### src/rtl/array_sequencer_if.sv
// Handshake and row-control bundle for array_sequencer.
// ARRAY_SEQUENCER_PERF_CNT_EN adds the 32-bit perf_cycles signal.
interface array_sequencer_if #(
    parameter int unsigned N = 4
);
    localparam int unsigned KW = $clog2(N + 1);

    logic          start;
    logic [KW-1:0] active_rows;
    logic          stall;
    logic [N-1:0]  load_weight;
    logic [N-1:0]  enable_mult;
    logic          busy;
    logic          done;

`ifdef ARRAY_SEQUENCER_PERF_CNT_EN
    logic [31:0]   perf_cycles;

    modport master (
        output start, active_rows, stall,
        input  load_weight, enable_mult, busy, done, perf_cycles
    );
    modport slave (
        input  start, active_rows, stall,
        output load_weight, enable_mult, busy, done, perf_cycles
    );
`else
    modport master (
        output start, active_rows, stall,
        input  load_weight, enable_mult, busy, done
    );
    modport slave (
        input  start, active_rows, stall,
        output load_weight, enable_mult, busy, done
    );
`endif
endinterface

### src/rtl/array_sequencer.sv
// Wavefront sequencer for an N-row array: loads one row weight per cycle, then
// streams a diagonal enable wavefront advancing one row every STEP cycles.
// ARRAY_SEQUENCER_PERF_CNT_EN adds a busy-cycle counter on bus.perf_cycles.
module array_sequencer #(
    parameter int unsigned N    = 4,
    parameter int unsigned STEP = 4
) (
    input logic              clk,
    input logic              reset,
    array_sequencer_if.slave bus
);
    localparam int unsigned KW = $clog2(N + 1);
    localparam int unsigned CW = $clog2(2 * N * STEP + 1);

    typedef enum logic [1:0] {StIdle, StLoad, StStream, StDone} state_e;

    state_e        r_state, w_state_nxt;
    logic [KW-1:0] r_k, w_k_nxt, w_k_sel;
    logic [CW-1:0] r_cnt, w_cnt_nxt;
    logic [CW-1:0] w_k_step, w_k_step_nxt, w_stream_last;
    logic          w_accept;
    logic [N-1:0]  r_load_weight, w_load_weight_nxt;
    logic [N-1:0]  r_enable_mult, w_enable_mult_nxt;
    logic          r_busy, w_busy_nxt;
    logic          r_done, w_done_nxt;

    assign w_accept      = (r_state == StIdle) && bus.start && !bus.stall;
    assign w_k_step      = CW'(r_k) * CW'(STEP);
    assign w_k_step_nxt  = CW'(w_k_nxt) * CW'(STEP);
    // Last stream count is (2K-1)*STEP - 1.
    assign w_stream_last = (w_k_step << 1) - CW'(STEP) - CW'(1);

    // Clamp the requested row count: zero or out-of-range selects the full array.
    always_comb begin
        w_k_sel = bus.active_rows;
        if (bus.active_rows == '0 || bus.active_rows > KW'(N)) begin
            w_k_sel = KW'(N);
        end
    end

    // Next-state and phase counter; a stall in LOAD/STREAM leaves everything as is.
    always_comb begin
        w_state_nxt = r_state;
        w_cnt_nxt   = r_cnt;
        w_k_nxt     = r_k;
        case (r_state)
            StIdle: begin
                if (w_accept) begin
                    w_state_nxt = StLoad;
                    w_cnt_nxt   = '0;
                    w_k_nxt     = w_k_sel;
                end
            end
            StLoad: begin
                if (!bus.stall) begin
                    if (r_cnt == CW'(r_k) - CW'(1)) begin
                        w_state_nxt = StStream;
                        w_cnt_nxt   = '0;
                    end else begin
                        w_cnt_nxt = r_cnt + CW'(1);
                    end
                end
            end
            StStream: begin
                if (!bus.stall) begin
                    if (r_cnt == w_stream_last) begin
                        w_state_nxt = StDone;
                        w_cnt_nxt   = '0;
                    end else begin
                        w_cnt_nxt = r_cnt + CW'(1);
                    end
                end
            end
            StDone: begin
                w_state_nxt = StIdle;
                w_cnt_nxt   = '0;
            end
            default: begin
                w_state_nxt = StIdle;
                w_cnt_nxt   = '0;
            end
        endcase
    end

    // Output values for the coming cycle, decoded from the next state so the
    // outputs can be registered; an unchanged state decodes to unchanged outputs.
    always_comb begin
        w_load_weight_nxt = '0;
        w_enable_mult_nxt = '0;
        w_busy_nxt        = 1'b0;
        w_done_nxt        = 1'b0;
        case (w_state_nxt)
            StLoad: begin
                w_busy_nxt = 1'b1;
                for (int unsigned j = 0; j < N; j++) begin
                    w_load_weight_nxt[j] = (w_cnt_nxt == CW'(j));
                end
            end
            StStream: begin
                w_busy_nxt = 1'b1;
                // Row j is live for K*STEP cycles starting at j*STEP.
                for (int unsigned j = 0; j < N; j++) begin
                    w_enable_mult_nxt[j] = (KW'(j) < w_k_nxt) &&
                                           (w_cnt_nxt >= CW'(j * STEP)) &&
                                           (w_cnt_nxt < CW'(j * STEP) + w_k_step_nxt);
                end
            end
            StDone: begin
                w_done_nxt = 1'b1;
            end
            default: begin
            end
        endcase
    end

    // State, counters and registered outputs.
    always_ff @(posedge clk) begin
        if (reset) begin
            r_state       <= StIdle;
            r_cnt         <= '0;
            r_k           <= KW'(N);
            r_load_weight <= '0;
            r_enable_mult <= '0;
            r_busy        <= 1'b0;
            r_done        <= 1'b0;
        end else begin
            r_state       <= w_state_nxt;
            r_cnt         <= w_cnt_nxt;
            r_k           <= w_k_nxt;
            r_load_weight <= w_load_weight_nxt;
            r_enable_mult <= w_enable_mult_nxt;
            r_busy        <= w_busy_nxt;
            r_done        <= w_done_nxt;
        end
    end

    assign bus.load_weight = r_load_weight;
    assign bus.enable_mult = r_enable_mult;
    assign bus.busy        = r_busy;
    assign bus.done        = r_done;

`ifdef ARRAY_SEQUENCER_PERF_CNT_EN
    logic [31:0] r_perf_cycles;

    // Busy-cycle counter: cleared on acceptance, counts stalled cycles, holds after done.
    always_ff @(posedge clk) begin
        if (reset) begin
            r_perf_cycles <= '0;
        end else if (w_accept) begin
            r_perf_cycles <= '0;
        end else if (r_busy) begin
            r_perf_cycles <= r_perf_cycles + 32'd1;
        end
    end

    assign bus.perf_cycles = r_perf_cycles;
`else
    // No performance counter in this build.
`endif
endmodule
### src/flat_wrapper.sv
// flat-port wrapper written by rule: the top's interface ports become plain ports
module array_sequencer_flat 
#(
    parameter int unsigned N    = 4,
    parameter int unsigned STEP = 4
)
  (clk, reset, bus_start, bus_active_rows, bus_stall, bus_load_weight, bus_enable_mult, bus_busy, bus_done);
  array_sequencer_if #(.N(N)) bus_i ();
  input logic clk;
  input logic reset;
  input wire logic [$bits(bus_i.start)-1:0] bus_start;
  input wire logic [$bits(bus_i.active_rows)-1:0] bus_active_rows;
  input wire logic [$bits(bus_i.stall)-1:0] bus_stall;
  output wire logic [$bits(bus_i.load_weight)-1:0] bus_load_weight;
  output wire logic [$bits(bus_i.enable_mult)-1:0] bus_enable_mult;
  output wire logic [$bits(bus_i.busy)-1:0] bus_busy;
  output wire logic [$bits(bus_i.done)-1:0] bus_done;
  assign bus_i.start = bus_start;
  assign bus_i.active_rows = bus_active_rows;
  assign bus_i.stall = bus_stall;
  assign bus_load_weight = bus_i.load_weight;
  assign bus_enable_mult = bus_i.enable_mult;
  assign bus_busy = bus_i.busy;
  assign bus_done = bus_i.done;
  array_sequencer #(.N(N), .STEP(STEP)) u_core (.clk(clk), .reset(reset), .bus(bus_i));
endmodule
### config.mk
export PLATFORM = sky130hd
export DESIGN_NAME = array_sequencer_flat
export DESIGN_NICKNAME = d
export VERILOG_FILES = /design/src/rtl/array_sequencer_if.sv /design/src/rtl/array_sequencer.sv /design/src/flat_wrapper.sv
export SDC_FILE = /design/constraint.sdc
export NUM_CORES = 1
export LEC_CHECK = 0
export CAP_MARGIN = 5
export CORE_ASPECT_RATIO = 0.7
export CORE_UTILIZATION = 60
export CTS_BUF_LIST = sky130_fd_sc_hd__clkbuf_8
export DETAILED_ROUTE_END_ITERATION = 10
export PLACE_DENSITY_LB_ADDON = 0.1
export RECOVER_POWER = 25
export SLEW_MARGIN = 20
export SYNTH_ARGS = -nofsm -noshare
export SYNTH_HDL_FRONTEND = slang
export SYNTH_SLANG_ARGS = --single-unit
### constraint.sdc
create_clock -name clk -period 5.25 [get_ports clk]
set_input_delay 1.05 -clock clk [delete_from_list [all_inputs] [get_ports clk]]
set_output_delay 1.05 -clock clk [all_outputs]
set_load 0.005 [all_outputs]
# After elaboration in Yosys (flattened, before gate mapping)
# Cells that the tools add are included.
# op_classes
n_mux	17
bitwise_logic	2
magnitude_cmp	13
n_addsub	7
reduce_logical	18
eq_ne	11
# op_table
operator	n
$mux W6	5
$pmux W6 S4	1
$lt A6 B6 Y1	3
$add A4 B5 Y6 const A	2
$eq A6 B2 Y1 const B	2
$eq A6 B6 Y1	2
$ge A6 B4 Y1 const B	2
$logic_and A1 B1 Y1	10
$mux W2	5
$mux W3	3
$eq A2 B2 Y1 const B	4
$pmux W2 S4	1
$add A3 B5 Y6 const A	1
$add A6 B1 Y6 const B	1
$eq A6 B1 Y1 const B	1
$ge A6 B1 Y1 const B	1
$ge A6 B3 Y1 const B	1
$logic_not A6 Y1	1
$lt A1 B3 Y1 const A	2
$lt A2 B3 Y1 const A	2
$lt A6 B5 Y1	1
$reduce_or A2 Y1	3
$sub A6 B1 Y6 const B	1
$sub A6 B3 Y6 const B	1
other kinds (9)	12
# word_totals
register_bits	21
inputBits	7

# Longest topological paths before layout
# Gate-level depths: netlist of run 1.
# logic_depth
ltp_word	9
mapped_depth	14
mapped_depth_nobuf	14

# Least setup slack after synthesis of run 1
# No wires, ideal clock.
# synth_timing
kind	input-to-reg
start	input bus_stall
end	register u_core.r_enable_mult[1] (netlist: u_core.bus.enable_mult[1])
path_slack_ns	1.809
cell_stages	10
path_buffers	0
t_arrival_ns	3.325
t_required_ns	5.134
setup_time_ns	0.116
cell_sequence	nand2b_1 > nor3_1 > mux2i_1 > inv_1 > ha_1 > xor2_1 > ha_1 > nand2_1 > a311o_1 > and4_1
# synth_between
elab_chain_len	7
word_cells_on_any_way	21
classes_between	add/sub (1); order compare (3); eq/ne (1); mux (10); bitwise (1); reduce/logical (5)
# synth_rtl
element	line_no	text
from (decl)	flat_wrapper.sv:13	input wire logic [$bits(bus_i.stall)-1:0] bus_stall;
$logic_not A1 Y1 *	array_sequencer.sv:27	assign w_accept = (r_state == StIdle) && bus.start && !bus.stall;
$logic_and A1 B1 Y1 *	array_sequencer.sv:27	
$mux W3 *	array_sequencer.sv:48	if (w_accept) begin
$mux W3 *	array_sequencer.sv:46	case (r_state)
net u_core.w_k_nxt[0]	array_sequencer.sv:18	logic [KW-1:0] r_k, w_k_nxt, w_k_sel;
$add A3 B5 Y6 or $lt A1 B3 Y1 (tied branches)	array_sequencer.sv:105, array_sequencer.sv:103	
$lt A6 B6 Y1 or $logic_and A1 B1 Y1 (tied branches)	array_sequencer.sv:105, array_sequencer.sv:103	
$logic_and A1 B1 Y1 *	array_sequencer.sv:104	(w_cnt_nxt >= CW'(j * STEP)) &&
to (signal assigned)	array_sequencer.sv:131	r_enable_mult <= w_enable_mult_nxt;
to (decl)	array_sequencer.sv:23	logic [N-1:0] r_enable_mult, w_enable_mult_nxt;
# The timed path passes the listed nets; every way through them passes the cells marked *.
# A chain may end at the register's enable or synchronous reset.

# Worst setup path in the final report of run 1
# layout_timing
start	input bus_stall
end	register u_core.r_enable_mult[3] (netlist: u_core.bus.enable_mult[3])
# layout_between
elab_chain_len	7
word_cells_on_any_way	21
classes_between	add/sub (1); order compare (3); eq/ne (1); mux (10); bitwise (1); reduce/logical (5)
# layout_rtl
element	line_no
$logic_not A1 Y1 *	array_sequencer.sv:27
$logic_and A1 B1 Y1 *	array_sequencer.sv:27
$mux W3 *	array_sequencer.sv:48
$mux W3 *	array_sequencer.sv:46
net u_core.w_k_nxt[1]	array_sequencer.sv:18
$add A4 B5 Y6 or $lt A2 B3 Y1 (tied branches)	array_sequencer.sv:105, array_sequencer.sv:103
$lt A6 B6 Y1 or $logic_and A1 B1 Y1 (tied branches)	array_sequencer.sv:105, array_sequencer.sv:103
$logic_and A1 B1 Y1 *	array_sequencer.sv:104
# Marks and branches as above.

==> flow_summary.yaml, run 1 <==
cts:
  cts_buffers: 3
  cts_hold_buf: 0
  post_cts_buffers: 0
  root_buffer: "clkbuf_8"
  cts_sinks: 21
  clkTransAtPathRegs_ns: 0.08
  clock_path_buffers: 2
  tritoncts: "yes"
  cts.repair.resized: 0
  cts_max_level: 1
  clkLatencyLatePin_ns: 0.26
worst_setup_path:
  crit_required_ns: 5.44
  arrival_ns: 4.29
  path_max_fanout: 13
  cp-start-kind: "input pin"
  crit_type: "input pin to flip-flop"
  cp-end-kind: "flip-flop"
route:
  vias: 1335
  first_pass_iters: 4
  viasPerCell: 5.804
  first_iter_violations: 89
  drcViolationCount: 0
  wl_per_cell_um: 15.51
  drt_wl_total_um: 3567
  final_antenna_net_count: 0
synthesis:
  yosys_warnings: 0
  syn_nets: 206
  ys.flop_type: "dfxtp_1"
  netlist_top_cells_count: "dfxtp_1, ha_1, inv_1, nor2_1, nand2_1"
  postSynth.asyncResetShare_pct: 0
  synth_edf_count: 0
  synth_cells: 178
  synth_top_area_cell: "dfxtp_1"
  syn_area_um2: 1575
  synth_area_per_cell_um2: 8.850
  synthTopCellsByArea: "dfxtp_1, ha_1, inv_1, nor2_1, nand2_1"
  synthDistinctLibCells: 53
  synth.top_cell.area_share_pct: 26.69
  ys_seq_area_share_pct: 26.69
  synth-seq-cells: 21
power_and_ir_drop:
  p_sw_uw: 91.59
  p_sw_share_pct: 27.42
  p_leak_uw: 0.0008385
  p_clk_share_pct: 32.1
  p_int_uw: 242.5
  power_density_nw_per_um2: 184.4
  power_frac_comb_pct: 18.2
  ir_drop_v: 0.0001655
  p_seq_share_pct: 49.7
timing:
  timing.final.crit_period_ns: 4.097
  rsz0062_at_grt: "false"
  max-slew-margin-rel_pct: 57.80
  worst_slack_ns: 1.153
  tns_ns: 0
  setup_viol: 0
  slew_viol_final: 0
  hold_viol_final: 0
  fmax_ghz: 0.2441
  finClkSkew_ns: 0.0006598
  period_share_pct: 78.04
  worstMarginPinSlew_ns: 0.6331
status:
  status: "completed"
cells_and_area:
  num-nets-final: 225
  area_growth_pct: 15.01
  drive_gt1_share_pct: 9.694
  antenna_cells: 0
global_route:
  grt_max_degree: 16
  busiest_layer: "met2"
  track_usage_pct: 26.42
  grt_pass1_wl_um: 5678
  grt_util_met2_pct: 43.23
  antenna_found_initial: 0
  grt_overflow: 0
  grt_use_met3_pct: 6.313
  use_met1_pct: 36.60
  grt_pass1_vias: 1219
floorplanning:
  die-area_um2: 2838
  std_cell_rows: 15
  fp.coreArea_um2: 2477
  chipHeight_um: 44.87
  die_width_um: 63.24
  ios: 17
  start_util_pct: 63.59
placed_design:
  gp_congestion: 0.8445
  dp_hpwl_um: 2742
  place_ws_ns: 0.8881
  io_buffers: 16
min_path:
  min_path_type: "flip-flop to flip-flop"
run:
  max_cap_viol_count: 0
cell type report:
| type | count | area, µm² |
|---|---|---|
| fillers | 209 | 665.6 |
| repair buffers | 18 | 175.2 |
| well taps | 34 | 42.54 |
| flip-flops and latches | 21 | 420.4 |
| clock inverters | 1 | 5.005 |
| inverters | 15 | 56.30 |
| clock buffers | 3 | 41.29 |
| multi-input cells | 138 | 1071 |
metal layers:
layer / wire, µm / share of wire, %
met5: 0 / 0
met4: 16 / 0.45
met3: 210 / 5.9
met2: 1581 / 44
met1: 1759 / 49
power by group through the flow:
stage	logic, µW	registers, µW	clock network [µW]
floorplan	40.5	169	0
global placement	57.0	170	0
detailed placement	59.6	170	0
CTS	60.6	166	109
global route	67.3	166	114
finish	60.7	166	107
path summary, 6_finish.rpt:
kind                                        start                         to  slack (ns)  depth (start not counted)
worst min register to register  u_core.r_state[1]          u_core.r_state[0]        0.72                          2
worst min-delay path            u_core.r_state[1]          u_core.r_state[0]        0.72                          2
worst max register to register      u_core.r_k[0]  u_core.bus.enable_mult[3]        1.62                         12
worst max-delay path                    bus_stall  u_core.bus.enable_mult[3]        1.15                         11
sequential cells by signal, summed over array words and instances (netlist names):
register                cells
u_core.r_state              2
u_core.bus.busy             1
u_core.r_k                  3
u_core.bus.done             1
u_core.r_cnt                6
u_core.bus.enable_mult      4
u_core.bus.load_weight      4
placed cells by master (no fill, tap or decap), types with 2 or more instances in the layout:
cell,instances
a21oi_1,8
nor4_1,2
a2111oi_0,2
mux2i_1,2
clkdlybuf4s50_1,9
a211o_1,2
nor3_1,7
buf_4,2
ha_1,21
nor2_1,15
clkbuf_8,3
nand3b_1,2
nand3_1,3
dfxtp_1,21
nand2_1,14
nor2b_1,6
dlygate4sd3_1,7
o21ai_1,2
xnor2_1,3
o31ai_1,2
xor2_1,5
o21ai_0,2
inv_1,15
o211a_1,3
and3_1,2
nand4_1,2
nand2b_1,7
critical path, cell delays in order:
cell and delay [ns]:
clkdlybuf4s50_1 0.63, nand2b_1 0.27, nor3_1 0.45, o21a_1 0.31, inv_1 0.15, ha_1 0.26, a21oi_1 0.13, ha_1 0.26
a2111oi_0 0.45, o31ai_1 0.13, nor3_1 0.19
per-stage QoR:
step / std cells / hold WS [ns] / cell area [µm²] / util, % / total power, µW
2_1_floorplan: 178 / 0.6238 / 1575 / - / 209.7
3_3_place_gp: 226 / 0.6976 / 1765 / 71.26 / 226.6
3_5_place_dp: 226 / 0.7050 / 1765 / 71.26 / 229.5
4_1_cts: 230 / 0.7259 / 1812 / 73.13 / 335.3
5_1_grt: 230 / 0.7888 / 1812 / 73.13 / 348.2
6_report: 230 / 0.7168 / 1812 / 73.13 / 334.1
cells by family after synthesis:
kind of cell	Yosys count	share of synthesized area [%]
buffers and inverters	19	5.321
multiplexers	3	1.986
flip-flops	21	26.69
adder cells (fa/ha/maj)	21	16.68
AND/OR/NAND/NOR	68	23.35
XOR/XNOR	9	5.878
AO/OA/AOI/OAI	37	20.10
Note: power is estimated with default switching activity, not from simulation.
==> inputs of run 2 (changes only) <==
Settings changed: CORE_UTILIZATION 60 to 53.
Clock period 5.25 ns to 3.7 ns, I/O delays scaled along.
==> run 2 against run 1 <==
Total power rose by 43%. Non-clock buffer count rose by 5. Register-to-register slack got worse by 1.3 ns. Final area rose by 2.2%. Clock power rose by 42%. Sequential share of layout area fell by 0.50 points. Combinational power rose by 46%. First-iteration DRC count fell by 29%. Critical path type unchanged. Critical endpoint unchanged. Largest cell class unchanged. Largest power group unchanged.
==> flow_summary.yaml, run 2 (synthesized netlist as in run 1, its figures left out) <==
status:
  status: "completed"
timing:
  fmax_ghz: 0.2872
  rsz0062_at_grt: "false"
  timing.final.crit_period_ns: 3.482
  hold_viol_final: 0
  period_share_pct: 94.11
  worst_slack_ns: 0.2181
  slew_viol_final: 0
  finClkSkew_ns: 0.008196
  setup_viol: 0
  tns_ns: 0
  worstMarginPinSlew_ns: 0.4906
  max-slew-margin-rel_pct: 67.19
route:
  wl_per_cell_um: 14.52
  final_antenna_net_count: 0
  viasPerCell: 5.810
  first_iter_violations: 63
  drt_wl_total_um: 3442
  drcViolationCount: 0
  vias: 1377
  first_pass_iters: 4
cts:
  tritoncts: "yes"
  cts_sinks: 21
  cts.repair.resized: 0
  root_buffer: "clkbuf_8"
  clkTransAtPathRegs_ns: 0.08
  clock_path_buffers: 2
  cts_hold_buf: 0
  cts_max_level: 1
  clkLatencyLatePin_ns: 0.27
  post_cts_buffers: 0
  cts_buffers: 3
power_and_ir_drop:
  power_density_nw_per_um2: 257.5
  p_leak_uw: 0.0008604
  ir_drop_v: 0.0001782
min_path:
  holdPathEnd: "u_core.r_state[0]"
  hold_path_depth: 2
  min_from: "u_core.r_state[1]"
  min_path_type: "flip-flop to flip-flop"
floorplanning:
  start_util_pct: 56.21
  chipHeight_um: 47.62
  fp.coreArea_um2: 2803
  die-area_um2: 3198
  ios: 17
  die_width_um: 67.16
  std_cell_rows: 16
worst_setup_path:
  crit_required_ns: 3.89
  reg2reg_slack_ns: 0.35
  r2r_start: "u_core.r_k[0]"
  cp-start-kind: "input pin"
  timing.rr.end: "u_core.bus.enable_mult[3]"
  arrival_ns: 3.67
  path_max_fanout: 4
  crit_type: "input pin to flip-flop"
  cp-end-kind: "flip-flop"
  r2r_cells: 12
cells_and_area:
  antenna_cells: 0
  num-nets-final: 230
  fill_cells: 237
  design_area_um2: 1852
  final_util_pct: 66.07
  area_growth_pct: 17.55
  largest_reg_flops: 6
  final_cell_mix: "ha_1, dfxtp_1, nor2_1, inv_1, nand2_1"
  drive_gt1_share_pct: 11.94
  ff_latch_area_um2: 420.4
  multi_input_area_um2: 1071
  top_register: "u_core.r_cnt"
global_route:
  grt_max_degree: 16
  grt_pass1_wl_um: 5292
  grt_pass1_vias: 1159
  grt_overflow: 0
  track_usage_pct: 22.77
  antenna_found_initial: 0
placed_design:
  dp_hpwl_um: 2712
  place_ws_ns: -0.01791
  post_dp_cell_area_um2: 1805
  io_buffers: 16
  gp_congestion: 0.8619
run:
  max_cap_viol_count: 0
[run 2: where the power goes]
group / leakage, µW / internal (µW) / switching (µW)
registers: 0.000170 / 231 / 4.97
clock network: 0.0000255 / 75.2 / 77.3
logic: 0.000665 / 41.4 / 47.5
total: 0.000860 / 347 / 130
[run 2: how the worst max path moves through the flow]
stage | cells past startpoint | slack, ns | endpoint | start
after floorplan | 10 | 0.57 | u_core.bus.enable_mult[1] | bus_stall
after global placement | 12 | 0.21 | u_core.bus.enable_mult[3] | bus_active_rows[1]
after detailed placement | 12 | -0.02 | u_core.bus.enable_mult[3] | bus_active_rows[1]
after CTS | 12 | 0.25 | u_core.bus.enable_mult[3] | bus_active_rows[1]
after global routing | 12 | 0.1 | u_core.bus.enable_mult[3] | bus_active_rows[1]
final | 12 | 0.22 | u_core.bus.enable_mult[3] | bus_active_rows[1]
[run 2: metal layers]
layer,wire length (µm),track usage [%],part of all wire [%],vias to the layer above
met5,0,0,0,-
met2,1530,35.60,44,42
met4,0,3.830,0,0
met3,188,5.714,5.5,0
li1,-,-,-,680
met1,1722,32.29,50,655
[run 2: critical path: stages]
cell and delay, ns:
clkdlybuf4s50_1 0.41, or2_2 0.30, ha_1 0.29, nand3b_1 0.10
o21a_1 0.20, inv_1 0.12, ha_1 0.25, a21oi_1 0.15
ha_1 0.27, a2111oi_0 0.48, o31ai_1 0.16, nor3_1 0.21
[run 2: metrics by stage]
| stage | total power [µW] | hold WS (ns) | instances |
|---|---|---|---|
| global route | 501.1 | 0.7555 | 237 |
| global placement | 325.1 | 0.6703 | 233 |
| finish | 476.9 | 0.7003 | 237 |
| floorplan | 297.6 | 0.6238 | 178 |
| detailed placement | 329.2 | 0.6928 | 233 |
| CTS | 481.9 | 0.7043 | 237 |
[run 2: cell type report]
type	count	area share (%)
inverters	15	3.041
multi-input cells	138	57.84
repair buffers	23	11.49
well taps	36	2.432
clock buffers	3	2.230
clock inverters	1	0.2703
flip-flops and latches	21	22.70
==> inputs of run 3 (changes only) <==
--- a/constraint.sdc
+++ b/constraint.sdc
@@ -3,2 +3,2 @@
 set_output_delay 0.74 -clock clk [all_outputs]
-set_load 0.005 [all_outputs]
+set_load 0.05 [all_outputs]
==> run 3 against run 2 <==
Non-clock buffer count is the same. Largest cell class unchanged. Sequential share of layout area grew 0.092 points. Largest power group unchanged. Total power grew 1.1%. Critical path depth is the same. Core utilization shrank 0.27 points. Register-to-register slack is essentially flat.
==> flow_summary.yaml, run 3 (synthesized netlist as in run 1, its figures left out) <==
status:
  status: "completed"
global_route:
  grt_overflow: 0
  antenna_found_initial: 0
  grt_pass1_wl_um: 5292
  grt_max_degree: 16
  track_usage_pct: 22.77
  grt_pass1_vias: 1159
worst_setup_path:
  r2r_cells: 12
  path_max_fanout: 4
  crit_required_ns: 3.89
  crit_type: "input pin to flip-flop"
  cp-start-kind: "input pin"
  reg2reg_slack_ns: 0.34
  cp-end-kind: "flip-flop"
  r2r_start: "u_core.r_k[0]"
  arrival_ns: 3.66
  timing.rr.end: "u_core.bus.enable_mult[3]"
placed_design:
  place_ws_ns: -0.01791
  io_buffers: 16
  gp_congestion: 0.8619
  dp_cells: 233
  dp_hpwl_um: 2712
cells_and_area:
  antenna_cells: 0
  largest_reg_flops: 6
  top_register: "u_core.r_cnt"
  ff_latch_area_um2: 420.4
  fill_cells: 240
  multi_input_area_um2: 1071
  final_cell_mix: "ha_1, dfxtp_1, nor2_1, inv_1, nand2_1"
  drive_gt1_share_pct: 10.95
  num-nets-final: 230
  area_growth_pct: 17.08
  stdcell_count: 237
cts:
  clkLatencyLatePin_ns: 0.26
  cts_buffers: 3
  root_buffer: "clkbuf_8"
  clock_path_buffers: 2
  post_cts_buffers: 0
  cts_hold_buf: 0
  tritoncts: "yes"
  cts_sinks: 21
  cts_max_level: 1
  clkTransAtPathRegs_ns: 0.08
  cts.repair.resized: 0
timing:
  finClkSkew_ns: 0.005345
  hold_viol_final: 0
  worst_slack_ns: 0.2272
  timing.final.crit_period_ns: 3.473
  fmax_ghz: 0.2879
  worstMarginPinSlew_ns: 0.5019
  max-slew-margin-rel_pct: 66.43
  slew_viol_final: 0
  rsz0062_at_grt: "false"
  period_share_pct: 93.86
  setup_viol: 0
route:
  wl_per_cell_um: 14.51
  final_antenna_net_count: 0
  drt_wl_total_um: 3439
  drcViolationCount: 0
  first_iter_violations: 50
  vias: 1365
  first_pass_iters: 4
  viasPerCell: 5.759
floorplanning:
  ios: 17
  std_cell_rows: 16
  start_util_pct: 56.21
  fp.coreArea_um2: 2803
  die_width_um: 67.16
  chipHeight_um: 47.62
  die-area_um2: 3198
run:
  max_cap_viol_count: 0
min_path:
  holdPathEnd: "u_core.r_state[0]"
  min_from: "u_core.r_state[1]"
  hold_path_depth: 2
  min_path_type: "flip-flop to flip-flop"
power_and_ir_drop:
  power_density_nw_per_um2: 261.5
  finalPower_uw: 482.2
  ir_drop_v: 0.0001930
  p_leak_uw: 0.0008438
[run 3: cell types whose count changed in the layout (fill, tap and decap cells not counted), sizes merged]
cell	before	now
dlygate4sd3	7	4
clkbuf	3	5
buf	7	5
clkdlybuf4s50	9	12
[run 3: worst max path at each step]
| stage | endpoint | cells past startpoint | from | slack [ns] |
|---|---|---|---|---|
| floorplan | u_core.bus.enable_mult[1] | 10 | bus_stall | 0.57 |
| global placement | u_core.bus.enable_mult[3] | 12 | bus_active_rows[1] | 0.21 |
| detailed placement | u_core.bus.enable_mult[3] | 12 | bus_active_rows[1] | -0.02 |
| CTS | u_core.bus.enable_mult[3] | 12 | bus_active_rows[1] | 0.25 |
| global route | u_core.bus.enable_mult[3] | 12 | bus_active_rows[1] | 0.1 |
| finish | u_core.bus.enable_mult[3] | 12 | bus_active_rows[1] | 0.23 |
[run 3: area by class of cell]
type,count,share of cell area (%)
Clock buffer,3,2.239
Timing Repair Buffer,23,11.13
Clock inverter,1,0.2714
Sequential cell,21,22.80
Multi-Input combinational cell,138,58.07
Tap cell,36,2.442
Inverter,15,3.053
[run 3: worst max-delay path, cell delays in order]
cell and delay (ns):
clkdlybuf4s50_1 0.41, or2_2 0.30, ha_1 0.29, nand3b_1 0.10
o21a_1 0.20, inv_1 0.11, ha_1 0.25, a21oi_1 0.15
ha_1 0.27, a2111oi_0 0.48, o31ai_1 0.16, nor3_1 0.21
[run 3: layer usage]
metal | share of wire [%] | global-route usage [%] | wire, µm
met5 | 0 | 0 | 0
met4 | 0 | 3.830 | 0
met3 | 4.8 | 5.714 | 166
met2 | 44 | 35.60 | 1519
met1 | 51 | 32.29 | 1753
[run 3: power breakdown]
part | internal, µW | switching, µW | total (µW)
logic | 40.6 | 54.6 | 95.2
clock network | 75.1 | 76.2 | 151
registers | 231 | 5.07 | 236
[run 3: metrics by stage]
stage,util [%],TNS [ns],hold WS (ns),instance area [µm²]
after floorplan,-,0,0.6238,1575
after global placement,64.42,0,0.6703,1805
after detailed placement,64.42,-0.01791,0.6928,1805
after CTS,66.07,0,0.7043,1852
after global routing,65.80,0,0.7555,1844
final,65.80,0,0.7005,1844
